===== config.mk =====
export PLATFORM = sky130hd
export DESIGN_NAME = dram_axi_writer
export DESIGN_NICKNAME = d
export VERILOG_FILES = /design/src/rtl/dram_axi_pkg.sv /design/src/rtl/dram_axi_writer.sv
export SDC_FILE = /design/constraint.sdc
export NUM_CORES = 1
export LEC_CHECK = 0
export BUFFER_PORTS_ARGS = -buffer_cell sky130_fd_sc_hd__buf_2
export CORE_AREA = 4 4 482 484
export CTS_CLUSTER_SIZE = 14
export DETAILED_ROUTE_END_ITERATION = 8
export DIE_AREA = 0 0 486 488
export GPL_ROUTABILITY_DRIVEN = 0
export SYNTH_ARGS = -nofsm -noshare
export SYNTH_HDL_FRONTEND = slang
export SYNTH_SLANG_ARGS = --single-unit

===== constraint.sdc =====
create_clock -name m_axi_aclk -period 4.37 [get_ports m_axi_aclk]
set_input_delay 0.2185 -clock m_axi_aclk [delete_from_list [all_inputs] [get_ports m_axi_aclk]]
set_output_delay 0.2185 -clock m_axi_aclk [all_outputs]
set_load 0.03 [all_outputs]

===== src/rtl/dram_axi_pkg.sv =====
// Shared types and AXI constants for the DRAM write master.
package dram_axi_pkg;

    typedef enum logic [1:0] {
        IDLE      = 2'd0,
        ADDR_DATA = 2'd1,
        RESP      = 2'd2
    } state_e;

    localparam logic [1:0] AXI_BURST_INCR    = 2'b01;
    localparam logic [1:0] AXI_RESP_OKAY     = 2'b00;
    localparam logic [3:0] AXI_CACHE_DEFAULT = 4'b0011;

    // AWSIZE encoding for a full-width beat of data_width bits.
    function automatic logic [2:0] axi_size(input int unsigned data_width);
        return 3'($clog2(data_width / 8));
    endfunction

endpackage


===== src/rtl/dram_axi_writer.sv =====
// Converts single-word gearbox write requests into single-beat AXI4 writes,
// with flow control back to the gearbox and sticky debug error flags.
module dram_axi_writer
    import dram_axi_pkg::*;
#(
    parameter int unsigned DRAM_ADDR_WIDTH = 39,
    parameter int unsigned DRAM_DATA_WIDTH = 512,
    parameter int unsigned TIMEOUT_CYCLES  = 4096
) (
    input  logic                         m_axi_aclk,
    input  logic                         m_axi_aresetn,

    input  logic                         dram_write_en,
    input  logic [DRAM_ADDR_WIDTH-1:0]   dram_write_addr,
    input  logic [7:0]                   dram_write_len,
    input  logic [DRAM_DATA_WIDTH-1:0]   dram_write_data,
    output logic                         dram_write_busy,

    output logic [DRAM_ADDR_WIDTH-1:0]   m_axi_awaddr,
    output logic [7:0]                   m_axi_awlen,
    output logic [2:0]                   m_axi_awsize,
    output logic [1:0]                   m_axi_awburst,
    output logic [3:0]                   m_axi_awcache,
    output logic [2:0]                   m_axi_awprot,
    output logic                         m_axi_awvalid,
    input  logic                         m_axi_awready,

    output logic [DRAM_DATA_WIDTH-1:0]   m_axi_wdata,
    output logic [DRAM_DATA_WIDTH/8-1:0] m_axi_wstrb,
    output logic                         m_axi_wlast,
    output logic                         m_axi_wvalid,
    input  logic                         m_axi_wready,

    input  logic [1:0]                   m_axi_bresp,
    input  logic                         m_axi_bvalid,
    output logic                         m_axi_bready,

    output logic [31:0]                  write_done_count,
    output logic                         err_bresp,
    output logic                         err_overrun,
    output logic                         err_unaligned,
    output logic                         err_len,
    output logic                         timeout_err
);

    localparam int unsigned STRB_W = DRAM_DATA_WIDTH / 8;
    localparam int unsigned OFS_W  = $clog2(STRB_W);
    localparam int unsigned TO_W   = $clog2(TIMEOUT_CYCLES + 1);
    localparam logic [TO_W-1:0] TO_MAX = TO_W'(TIMEOUT_CYCLES);
    localparam logic [2:0]      AWSIZE = axi_size(DRAM_DATA_WIDTH);

    state_e                       r_state,         w_state_nxt;
    logic [DRAM_ADDR_WIDTH-1:0]   r_awaddr,        w_awaddr_nxt;
    logic [DRAM_DATA_WIDTH-1:0]   r_wdata,         w_wdata_nxt;
    logic                         r_awvalid,       w_awvalid_nxt;
    logic                         r_wvalid,        w_wvalid_nxt;
    logic                         r_bready,        w_bready_nxt;
    logic                         r_aw_done,       w_aw_done_nxt;
    logic                         r_w_done,        w_w_done_nxt;
    logic [TO_W-1:0]              r_to_cnt,        w_to_cnt_nxt;
    logic [31:0]                  r_done_cnt,      w_done_cnt_nxt;
    logic                         r_err_bresp,     w_err_bresp_nxt;
    logic                         r_err_overrun,   w_err_overrun_nxt;
    logic                         r_err_unaligned, w_err_unaligned_nxt;
    logic                         r_err_len,       w_err_len_nxt;
    logic                         r_timeout_err,   w_timeout_err_nxt;

    logic w_aw_hs;
    logic w_w_hs;
    logic w_b_hs;

    assign w_aw_hs = r_awvalid & m_axi_awready;
    assign w_w_hs  = r_wvalid  & m_axi_wready;
    assign w_b_hs  = m_axi_bvalid & r_bready;

    // Next-state and next-output logic for the write FSM and its counters.
    always_comb begin
        w_state_nxt         = r_state;
        w_awaddr_nxt        = r_awaddr;
        w_wdata_nxt         = r_wdata;
        w_awvalid_nxt       = r_awvalid;
        w_wvalid_nxt        = r_wvalid;
        w_bready_nxt        = r_bready;
        w_aw_done_nxt       = r_aw_done;
        w_w_done_nxt        = r_w_done;
        w_to_cnt_nxt        = r_to_cnt;
        w_done_cnt_nxt      = r_done_cnt;
        w_err_bresp_nxt     = r_err_bresp;
        w_err_overrun_nxt   = r_err_overrun;
        w_err_unaligned_nxt = r_err_unaligned;
        w_err_len_nxt       = r_err_len;
        w_timeout_err_nxt   = r_timeout_err;

        case (r_state)
            IDLE: begin
                if (dram_write_en) begin
                    w_awaddr_nxt  = {dram_write_addr[DRAM_ADDR_WIDTH-1:OFS_W], OFS_W'(0)};
                    w_wdata_nxt   = dram_write_data;
                    w_awvalid_nxt = 1'b1;
                    w_wvalid_nxt  = 1'b1;
                    w_aw_done_nxt = 1'b0;
                    w_w_done_nxt  = 1'b0;
                    w_to_cnt_nxt  = '0;
                    w_state_nxt   = ADDR_DATA;
                    if (dram_write_addr[OFS_W-1:0] != '0) w_err_unaligned_nxt = 1'b1;
                    if (dram_write_len != 8'd0)           w_err_len_nxt       = 1'b1;
                end
            end
            ADDR_DATA: begin
                if (w_aw_hs) begin
                    w_awvalid_nxt = 1'b0;
                    w_aw_done_nxt = 1'b1;
                end
                if (w_w_hs) begin
                    w_wvalid_nxt = 1'b0;
                    w_w_done_nxt = 1'b1;
                end
                if ((r_aw_done | w_aw_hs) && (r_w_done | w_w_hs)) begin
                    w_bready_nxt = 1'b1;
                    w_state_nxt  = RESP;
                end
            end
            RESP: begin
                if (w_b_hs) begin
                    w_bready_nxt = 1'b0;
                    w_state_nxt  = IDLE;
                    if (m_axi_bresp == AXI_RESP_OKAY) w_done_cnt_nxt  = r_done_cnt + 32'd1;
                    else                              w_err_bresp_nxt = 1'b1;
                end
            end
            default: w_state_nxt = IDLE;
        endcase

        // Requests arriving mid-transaction are dropped; the transfer in flight continues.
        if (r_state != IDLE) begin
            if (dram_write_en) w_err_overrun_nxt = 1'b1;
            if (r_to_cnt != TO_MAX) w_to_cnt_nxt = r_to_cnt + TO_W'(1);
        end
        if (w_to_cnt_nxt == TO_MAX) w_timeout_err_nxt = 1'b1;
    end

    // State and output registers.
    always_ff @(posedge m_axi_aclk) begin
        if (!m_axi_aresetn) begin
            r_state         <= IDLE;
            r_awaddr        <= '0;
            r_wdata         <= '0;
            r_awvalid       <= 1'b0;
            r_wvalid        <= 1'b0;
            r_bready        <= 1'b0;
            r_aw_done       <= 1'b0;
            r_w_done        <= 1'b0;
            r_to_cnt        <= '0;
            r_done_cnt      <= '0;
            r_err_bresp     <= 1'b0;
            r_err_overrun   <= 1'b0;
            r_err_unaligned <= 1'b0;
            r_err_len       <= 1'b0;
            r_timeout_err   <= 1'b0;
        end else begin
            r_state         <= w_state_nxt;
            r_awaddr        <= w_awaddr_nxt;
            r_wdata         <= w_wdata_nxt;
            r_awvalid       <= w_awvalid_nxt;
            r_wvalid        <= w_wvalid_nxt;
            r_bready        <= w_bready_nxt;
            r_aw_done       <= w_aw_done_nxt;
            r_w_done        <= w_w_done_nxt;
            r_to_cnt        <= w_to_cnt_nxt;
            r_done_cnt      <= w_done_cnt_nxt;
            r_err_bresp     <= w_err_bresp_nxt;
            r_err_overrun   <= w_err_overrun_nxt;
            r_err_unaligned <= w_err_unaligned_nxt;
            r_err_len       <= w_err_len_nxt;
            r_timeout_err   <= w_timeout_err_nxt;
        end
    end

    assign dram_write_busy  = (r_state != IDLE);

    assign m_axi_awaddr     = r_awaddr;
    assign m_axi_awlen      = 8'd0;
    assign m_axi_awsize     = AWSIZE;
    assign m_axi_awburst    = AXI_BURST_INCR;
    assign m_axi_awcache    = AXI_CACHE_DEFAULT;
    assign m_axi_awprot     = 3'b000;
    assign m_axi_awvalid    = r_awvalid;

    assign m_axi_wdata      = r_wdata;
    assign m_axi_wstrb      = '1;
    assign m_axi_wlast      = r_wvalid;
    assign m_axi_wvalid     = r_wvalid;

    assign m_axi_bready     = r_bready;

    assign write_done_count = r_done_cnt;
    assign err_bresp        = r_err_bresp;
    assign err_overrun      = r_err_overrun;
    assign err_unaligned    = r_err_unaligned;
    assign err_len          = r_err_len;
    assign timeout_err      = r_timeout_err;

endmodule


== Word-level counts from Yosys, hierarchy flattened ==
Cells that the tools add are included.
Operators by class
  reductions and logical operators: 18
  mux-type cells: 21
  equal/unequal tests: 9
  bitwise gates (word level): 6
  add/subtract/negate cells: 2
Operators with widths (number)
  $mux 13: 4
  $add 32x1->32 const B: 1
  $reduce_and 3->1: 8
  $add 13x1->13 const B: 1
  $eq 13x13->1 const B: 1
  $ne 13x13->1 const B: 1
  $ne 2x2->1 const B: 5
  $pmux 1 s2: 5
  $mux 1: 8
  $reduce_bool 8->1: 1
  $mux 2: 3
  $pmux 2 s3: 1
  $reduce_bool 2->1: 3
  $reduce_bool 6->1: 1
  $logic_not 2->1: 2
  $reduce_and 2->1: 2
  $and 1x1->1: 3
  $eq 2x1->1 const B: 1
  $eq 2x2->1 const B: 1
  $or 1x1->1: 2
  $logic_and 1x1->1: 1
  $not 1->1: 1
Word-level totals
  logic and storage cells: 71
  flip-flop bits (word level): 602
  bits of input ports: 567

== Depth between registers and ports, before layout ==
Gate-level depths: netlist of run 1.
  word-level depth: 5
  mapped depth: 8
  gate-level depth less buffers: 8

== Least setup slack after synthesis of run 1 ==
No wires, ideal clock.
  path type: flip-flop to flip-flop
  start: reg r_done_cnt[4] (netlist: write_done_count[4])
  end: reg r_done_cnt[25] (netlist: write_done_count[25])
  setup slack: 2.307 ns
  required time: 4.255 ns
  arrival time: 1.949 ns
  stages on the path, launching flop included: 7
  path buffers: 0
  path through: dfxtp_1 > and4_1 > nand4_2 > nor4_2 > nand3_1 > xnor2_1 > and2_1
On the way
  word-level cells in the longest chain between the ends: 1
Ends and longest elaborated chain
  start, declared: line dram_axi_writer.sv:61  | logic [31:0] r_done_cnt, w_done_cnt_nxt;
  start signal, assigned: line dram_axi_writer.sv:170  | r_done_cnt <= w_done_cnt_nxt;
  $add 32x1->32: line dram_axi_writer.sv:127  | if (m_axi_bresp == AXI_RESP_OKAY) w_done_cnt_nxt = r_done_cnt + 32'd1;
No other way between the ends.
A chain may end at the register's enable or synchronous reset.

== Worst setup path in the final report of run 1 ==
  start: reg r_state[1]
  end: reg r_err_len (netlist: err_len)
On the way
  word-level cells in the longest chain between the ends: 2
Ends and longest elaborated chain
  start, declared: line dram_axi_writer.sv:52  | state_e r_state, w_state_nxt;
  start signal, assigned: line dram_axi_writer.sv:161  | r_state <= w_state_nxt;
  $logic_not 2->1: line dram_axi_writer.sv:94  | case (r_state)
  $reduce_and 3->1 (no source line)
  end signal, assigned: line dram_axi_writer.sv:174  | r_err_len <= w_err_len_nxt;
  end, declared: line dram_axi_writer.sv:65  | logic r_err_len, w_err_len_nxt;
No other way between the ends.

==> results.tsv, run 1 <==
metric	value	unit
status	finished clean	
slowest_delay	0.72	ns
finalCritPeriodShare	67.02	%
cp.arrival	3.54	ns
grt.total_usage	14.71	%
synth_top_cell_by_area	dfxtp_1	
synthTopCellsByArea	dfxtp_1 (51%), nand2_1 (18%), a21boi_0 (18%)	
p_leak	17.68	nW
nets	4988	
routed_via_density	3.364	
layout_common_cells	buf_2 (1152), nand2_1 (1112), dfxtp_1 (602), dlygate4sd3_1 (563), a21boi_0 (551)	
start_kind	register	
ant_nets	0	
initial_utilization	10.31	%
async_flop_share	0	%
cp_max_fo	60	
synth_seq_cells	602	
synth_edf_count	0	
layout_setup_ws	1.441	ns
cts_hold_buf	563	
nFillCells	25652	
core	227300	µm²
via_count	25317	
die_h	488	µm
row_count	175	
antenna_found_initial	105	
path_cells	or3b_4 > buf_4 > a21oi_1 > dlygate4sd3_1 > o21a_1	
max_freq	341.5	MHz
dieArea	237200	µm²
syn_inst	2787	
dr.first_iter.drc_count	1057	
routed_wl	181800	µm
cts_tree	yes	
grt_pass1_vias	25740	
dpl.hpwl	152200	µm
seq_area_frac_synth	51.45	%
postCtsSetupBuffers	0	
grt_pass1_wl	233300	µm
max-clock-path-buffers	3	
min_period	2.929	ns
clock_skew	0.04030	ns
root_buffer	clkbuf_16	
yosys_warnings	0	
ios	1244	
critPathKind	reg2reg	
port_buffers	1153	
p_per_area	405.8	nW/µm²
ctsResizeCount	0	
syn_to_final_growth	74.31	%
h-tree-depth	3	
required	4.99	ns
rsz0062_at_grt	false	
slowest_stage	or3b_4	
final_area	40830	µm²
synth_flop_cell	dfxtp_1	
critPathCaptureType	register	
final_layout_size_suffix_gt1_share	29.66	%
synth_area	23420	µm²
cts.sinks	602	
final_common_cell	buf_2	
cts_buffers	85	
yosysTopAreaCellShare	51.45	%
worstSkewPairLatency	0.72	ns
hold_viol_final	0	
grt_max_degree	174	
chipWidth	486	µm
post-place-ws	1.985	ns
max_slew_margin	27.94	%
synth_cell_types	51	
tns	0	ns
placed_cell_area	32170	µm²
hp-class	in2reg	
report.final.slew_viol_count	0	
wl_per_cell	24.15	µm
irDropWorstVdd	0.2899	mV
synth_area_per_cell	8.405	µm²
setup_viol	0	
power	16.57	mW
firstDrtPassIters	5	
cts.clk_slew.worst_paths	0.06	ns
worst_pin_slew	1.081	ns
maxCapViolations	0	
drcViolationCount	0	
grt-ovfl-total	0	
## flip-flops by register name, summed over array words and instances, names as in the netlist
register and cells:
err_bresp 1, err_len 1, err_overrun 1, err_unaligned 1, m_axi_awaddr 33, m_axi_awvalid 1, m_axi_bready 1, m_axi_wdata 512
m_axi_wlast 1, r_aw_done 1, r_state 2, r_to_cnt 13, r_w_done 1, timeout_err 1, write_done_count 32
## cell type report
type                    instances  area (µm²)  share of cell area (%)
flip-flops and latches        602       12050                   29.52
repair buffers               1745       11810                   28.92
multi-input cells            1976       10150                   24.86
well taps                    3009        3765                   9.220
clock buffers                 116        2394                   5.862
clock inverters                40       556.8                   1.364
diodes                         30       75.07                  0.1839
inverters                       8       30.03                 0.07354
## cells in the mapped netlist, types with 2 or more instances
master    count
a21boi_0    551
a21boi_1      4
a21oi_1      14
a31oi_1       2
a32o_1        2
a32oi_1       3
and2_1       30
and3_1       10
and4_1        4
and4b_1       2
buf_2        73
buf_4        92
clkbuf_1    121
conb_1        2
dfxtp_1     602
ha_1          3
inv_1         7
mux2i_1       2
nand2_1    1112
nand2b_1      2
nand3_1      24
nand4_1       5
nor2_1       14
nor2b_1      10
nor3_1        6
nor3b_1       2
nor4_1        6
nor4_2        2
nor4b_1       2
o211a_1       2
o21a_1        8
o21ai_0      15
o31ai_1       2
or3_1        10
xnor2_1      21
xor2_1        5
## stage by stage
stage	hold WS [ns]	utilization (%)	cells
floorplan	0.3634	-	2875
global placement	0.4440	14.15	6777
detailed placement	0.4525	14.15	6777
CTS	0.0001671	17.93	7496
global route	0.03871	17.95	7515
finish	0.03797	17.97	7526
## critical path: cells and delay by family (launching register included)
family | cells | cell delay (ns)
DFF | 1 | 0.50
buffers and inverters | 2 | 1.28
AOI/OAI and AO/OA | 2 | 0.24
and+or+nand+nor | 1 | 0.72
## metal layers
layer / up-vias / track usage, % / wire, µm
met3: 324 / 11.92 / 31620
met4: 30 / 4.857 / 6698
li1: 12160 / - / -
met1: 11649 / 15.54 / 68230
met2: 1154 / 21.91 / 75050
met5: - / 0 / 190
## power breakdown
part | internal [mW] | switching (mW)
logic | 1.04 | 2.18
registers | 5.82 | 0.166
clock network | 4.31 | 3.06
total | 11.2 | 5.40
## cell families (layout without fill, tap and decap cells)
family | Yosys count | in the layout | share of synthesized area (%)
and+or+nand+nor | 1248 | 1248 | 21.44
AOI/OAI and AO/OA | 607 | 607 | 19.20
DFF | 602 | 602 | 51.45
buffers and inverters | 297 | 1909 | 6.661
xor gates and xnor gates | 26 | 26 | 0.9721
adders and majority gates | 3 | 3 | 0.1603
other | 2 | 120 | 0.03206
muxes | 2 | 2 | 0.08546
## worst paths after layout
path                         start  depth (start not counted)          endpoint  slack, ns
setup / recovery        r_state[1]                          5           err_len       1.44
hold / removal       m_axi_aresetn                          2  m_axi_wdata[331]       0.04
setup reg to reg        r_state[1]                          5           err_len       1.44
hold reg to reg   m_axi_wdata[302]                          2  m_axi_wdata[302]       0.46
(Power assumes the default switching activity.)
==> run 2: changes to the inputs <==
--- a/config.mk
+++ b/config.mk
@@ -5,11 +5,12 @@
 export SDC_FILE = /design/constraint.sdc
 export NUM_CORES = 1
 export LEC_CHECK = 0
+export ABC_AREA = 1
 export BUFFER_PORTS_ARGS = -buffer_cell sky130_fd_sc_hd__buf_2
-export CORE_AREA = 4 4 482 484
+export CORE_AREA = 4 4 484 486
 export CTS_CLUSTER_SIZE = 14
 export DETAILED_ROUTE_END_ITERATION = 8
-export DIE_AREA = 0 0 486 488
+export DIE_AREA = 0 0 488 490
 export GPL_ROUTABILITY_DRIVEN = 0
 export SYNTH_ARGS = -nofsm -noshare
 export SYNTH_HDL_FRONTEND = slang
==> constraint.sdc (replaced) <==
create_clock -name m_axi_aclk -period 3 [get_ports m_axi_aclk]
set_input_delay 0.15 -clock m_axi_aclk [delete_from_list [all_inputs] [get_ports m_axi_aclk]]
set_output_delay 0.15 -clock m_axi_aclk [all_outputs]
set_load 0.03 [all_outputs]
==> results.tsv, run 2 <==
metric	value	unit
seq_power_share	34.8	%
grt_pass1_wl	225000	µm
finalCritPeriodShare	87.10	%
worst_pin_slew	1.098	ns
report.final.slew_viol_count	0	
critPathKind	reg2reg	
synth_area_per_cell	7.631	µm²
pwr-share-clk	39.4	%
synth_top_cell_by_area	dfxtp_1	
path_cells	nor2_4 > inv_2 > nor2_4 > buf_12 > buf_12 > o21ai_0 > nor2_1 > dlygate4sd3_1	
synthTopCellsByArea	dfxtp_1 (54%), nor2_1 (19%), o21ai_0 (13%)	
dpl.hpwl	140700	µm
cts_buffers	82	
syn_inst	2911	
grt-ovfl-total	0	
async_flop_share	0	%
cp_max_fo	75	
hold_viol_final	0	
ant_nets	0	
max_slew_margin	26.77	%
nets	5150	
min_period	2.613	ns
drcViolationCount	0	
ios	1244	
final_util	17.42	%
final_common_cell	buf_2	
dr.first_iter.drc_count	1556	
worstSkewPairLatency	0.70	ns
routed_wl	174500	µm
placed_cell_area	31060	µm²
critPathCaptureType	register	
synth_flop_cell	dfxtp_1	
chipWidth	488	µm
syn_to_final_growth	80.17	%
initial_utilization	9.671	%
yosys-top-cells-count	nor2_1 (1145), dfxtp_1 (602), o21ai_0 (561)	
dieArea	239100	µm²
root_buffer	clkbuf_16	
status	finished clean	
layout_common_cells	buf_2 (1152), nor2_1 (1145), dfxtp_1 (602), dlygate4sd3_1 (595), o21ai_0 (561)	
clock_skew	0.02703	ns
p_sw	9.772	mW
postCtsSetupBuffers	0	
hp-class	in2reg	
yosys_warnings	0	
max-clock-path-buffers	3	
grt_max_degree	166	
cp.arrival	3.25	ns
rsz0062_at_grt	false	
synth_cell_types	34	
slowest_delay	0.58	ns
maxCapViolations	0	
firstDrtPassIters	5	
seq_area_frac_synth	54.26	%
synth_area	22210	µm²
cts.sinks	602	
cts.clk_slew.worst_paths	0.06	ns
grt.total_usage	13.86	%
routed_via_density	3.395	
tns	0	ns
via_count	26293	
p_per_area	665.6	nW/µm²
slowest_stage	dlygate4sd3_1	
h-tree-depth	3	
cts_hold_buf	595	
row_count	176	
synth_seq_cells	602	
cts_tree	yes	
die_h	490	µm
sw_frac_of_total	36.69	%
setup_viol	0	
ctsResizeCount	0	
post-place-ws	0.7247	ns
largest_register_ffs	512	
grt_pass1_vias	25708	
final_area	40020	µm²
max_freq	382.7	MHz
fin_hold_ws	0.09914	ns
irDropWorstVdd	0.4021	mV
p_comb_share	25.7	%
required	3.63	ns
wl_per_cell	22.53	µm
antenna_found_initial	108	
synth_most_common_cell	nor2_1	
core	229700	µm²
yosysTopAreaCellShare	54.26	%
start_kind	register	
final_layout_size_suffix_gt1_share	28.94	%
p_leak	18.46	nW
layout_setup_ws	0.3871	ns
synth_edf_count	0	
intPower	16.87	mW
port_buffers	1153	
-- run 2: changes by cell type after synthesis, moves of 32 or more --
cell / before / now
inv_1: 7 / 52
o21ai_0: 15 / 561
a21oi_1: 14 / 46
nand2_1: 1112 / 114
nor2_1: 14 / 1145
a21boi_0: 551 / 0
-- run 2: worst paths after layout --
path,from,to,slack (ns),cells past startpoint
min,m_axi_aresetn,m_axi_wdata[234],0.1,4
max reg2reg,r_state[1],m_axi_wdata[237],0.39,8
max,r_state[1],m_axi_wdata[237],0.39,8
min reg2reg,timeout_err,timeout_err,0.46,2
-- run 2: cell type report --
cell class / count / area [µm²]
antenna: 72 / 180.2
fill: 25871 / 189700
clock buffer: 105 / 2248
sequential: 602 / 12050
multi-input combinational: 2059 / 8802
inverter: 58 / 225.2
tap: 3026 / 3786
timing repair buffer: 1777 / 12150
clock inverter: 46 / 573.1
-- run 2: cells by family (layout without fill, tap and decap cells) --
kind of cell / after synthesis / after routing / share of synthesized area, %
simple gates: 1343 / 1343 / 23.69
compound gates: 617 / 617 / 13.99
flops: 602 / 602 / 54.26
buf+inv: 338 / 1986 / 7.627
xor+xnor: 6 / 6 / 0.2366
fa+ha+maj: 3 / 3 / 0.1690
other cells: 2 / 162 / 0.03381
-- run 2: power groups by stage --
stage / Clock [mW] / Sequential [mW] / Combinational, mW
floorplan: 0 / 11.1 / 1.66
global placement: 0 / 9.40 / 6.12
detailed placement: 0 / 9.40 / 6.12
CTS: 10.9 / 9.26 / 6.94
global route: 11.1 / 9.37 / 7.44
finish: 10.5 / 9.28 / 6.86
-- run 2: worst max-delay path, delay by kind of cell (launching register included) --
kind | cells | cell delay, ns
AND/OR/NAND/NOR | 3 | 0.63
AO/OA/AOI/OAI | 1 | 0.13
buffers and inverters | 4 | 1.37
flip-flops | 1 | 0.36
-- run 2: routing by layer --
| metal | global-route usage, % | routed length (µm) | up-vias | share of wire (%) |
|---|---|---|---|---|
| met3 | 12.82 | 35660 | 331 | 20 |
| met1 | 13.87 | 61060 | 11971 | 35 |
| met5 | 0 | 181 | - | 0.10 |
| met4 | 5.573 | 7439 | 30 | 4.3 |
| li1 | - | - | 12596 | - |
| met2 | 19.91 | 70150 | 1365 | 40 |
-- run 2: per-stage QoR --
step | total power [mW] | std cells
2_1_floorplan | 12.73 | 2999
3_3_place_gp | 15.52 | 6927
3_5_place_dp | 15.53 | 6927
4_1_cts | 27.11 | 7673
5_1_grt | 27.96 | 7723
6_report | 26.64 | 7745
==> run 3: changes to the inputs <==
--- a/config.mk
+++ b/config.mk
@@ -7,10 +7,10 @@
 export LEC_CHECK = 0
 export ABC_AREA = 1
 export BUFFER_PORTS_ARGS = -buffer_cell sky130_fd_sc_hd__buf_2
-export CORE_AREA = 4 4 484 486
+export CORE_AREA = 4 4 476 478
 export CTS_CLUSTER_SIZE = 14
 export DETAILED_ROUTE_END_ITERATION = 8
-export DIE_AREA = 0 0 488 490
+export DIE_AREA = 0 0 480 482
 export GPL_ROUTABILITY_DRIVEN = 0
 export SYNTH_ARGS = -nofsm -noshare
 export SYNTH_HDL_FRONTEND = slang
==> results.tsv, run 3 (synthesis gave the netlist of run 2 again) <==
metric	value	unit
status	finished clean	
hp-class	in2reg	
grt_max_degree	188	
cp.arrival	3.38	ns
min_period	2.761	ns
report.final.slew_viol_count	0	
required	3.61	ns
ant_nets	0	
firstDrtPassIters	5	
tns	0	ns
chipWidth	480	µm
via_count	26844	
fin_hold_ws	0.07564	ns
final_common_cell	buf_2	
ctsResizeCount	0	
layout_common_cells	buf_2 (1152), nor2_1 (1145), dfxtp_1 (602), dlygate4sd3_1 (590), o21ai_0 (561)	
port_buffers	1153	
slowest_delay	0.56	ns
worstSkewPairLatency	0.70	ns
final_layout_size_suffix_gt1_share	29.22	%
syn_to_final_growth	80.56	%
postCtsSetupBuffers	0	
ios	1244	
nets	5168	
path_common_cell	nor2_4	
worst_pin_slew	0.9658	ns
grt-ovfl-total	0	
root_buffer	clkbuf_16	
grt_pass1_wl	231300	µm
cts.clk_slew.worst_paths	0.06	ns
maxCapViolations	0	
dr.first_iter.drc_count	1788	
wl_per_cell	23.70	µm
finalCritPeriodShare	92.05	%
cp_max_fo	64	
dpl.hpwl	149700	µm
grt.total_usage	14.85	%
routed_via_density	3.488	
p_leak	18.53	nW
h-tree-depth	3	
irDropWorstVdd	0.3718	mV
max-clock-path-buffers	3	
max_slew_margin	35.54	%
antenna_found_initial	153	
core	221900	µm²
largest_register_ffs	512	
critPathCaptureType	register	
cts_buffers	80	
cts_tree	yes	
max_freq	362.1	MHz
grt_pass1_vias	25962	
clock_skew	0.03603	ns
slowest_stage	dlygate4sd3_1	
p_per_area	667.9	nW/µm²
die_h	482	µm
rsz0062_at_grt	false	
start_kind	register	
row_count	173	
initial_utilization	10.01	%
path_cells	nor2_4 > inv_2 > nor2_4 > buf_12 > buf_4 > o21ai_0 > nor2_1 > dlygate4sd3_1	
critPathKind	reg2reg	
drcViolationCount	0	
routed_wl	182400	µm
dieArea	231400	µm²
cts.sinks	602	
hold_viol_final	0	
setup_viol	0	
## run 3: cell count changes in the layout (fill, tap and decap cells not counted), sizes merged
cell         previous run  this run
buf                  1182      1207
bufinv                  8        12
clkinv                 26        13
clkinvlp                3         7
diode                  72        65
dlygate4sd3           595       590
inv                    67        62
## run 3: area by class of cell
class,instances,area [µm²]
multi-input combinational,2059,8802
sequential,602,12050
clock buffer,105,2258
tap,2975,3722
timing repair buffer,1797,12300
fill,24927,181800
inverter,58,225.2
antenna,65,162.7
clock inverter,36,579.3
## run 3: worst paths after layout
| path | start | endpoint | slack, ns | depth (start not counted) |
|---|---|---|---|---|
| max | r_state[1] | m_axi_wdata[461] | 0.24 | 8 |
| min | m_axi_aresetn | m_axi_wdata[436] | 0.08 | 4 |
| max reg2reg | r_state[1] | m_axi_wdata[461] | 0.24 | 8 |
| min reg2reg | timeout_err | timeout_err | 0.45 | 2 |
## run 3: critical path: cells and delay by family (launching register included)
family	cells	cell delay [ns]
simple gates	3	0.61
flops	1	0.36
compound gates	1	0.14
buf+inv	4	1.53
## run 3: layer usage
metal / vias to the layer above / global-route usage [%] / wire length (µm)
met1: 12301 / 14.78 / 63160
met2: 1511 / 24.23 / 81590
met5: - / 0 / 250
met3: 389 / 10.66 / 30240
li1: 12605 / - / -
met4: 38 / 5.127 / 7151
## run 3: through the flow
stage	cells	util, %	instance area (µm²)	setup slack, ns	power [mW]
after floorplan	2999	-	22540	1.130	12.73
after CTS	7632	18.00	39940	0.2581	27.24
after detailed placement	6901	14.06	31200	0.7112	15.64
after global routing	7672	18.05	40040	0.05888	28.07
after global placement	6901	14.06	31200	0.7931	15.63
final	7697	18.08	40110	0.2386	26.79
## run 3: power breakdown
part	leakage, nW	switching [mW]	total [mW]	internal [mW]
combinational	12.2	4.98	6.95	1.97
sequential	4.98	0.439	9.30	8.86
clock	1.37	4.18	10.5	6.36
## run 3: repair_timing
action | in CTS | in global routing
hold buffers | 590 | 0
endpoints found under the setup margin | 0 | 0
hold endpoints to repair | 574 | 0
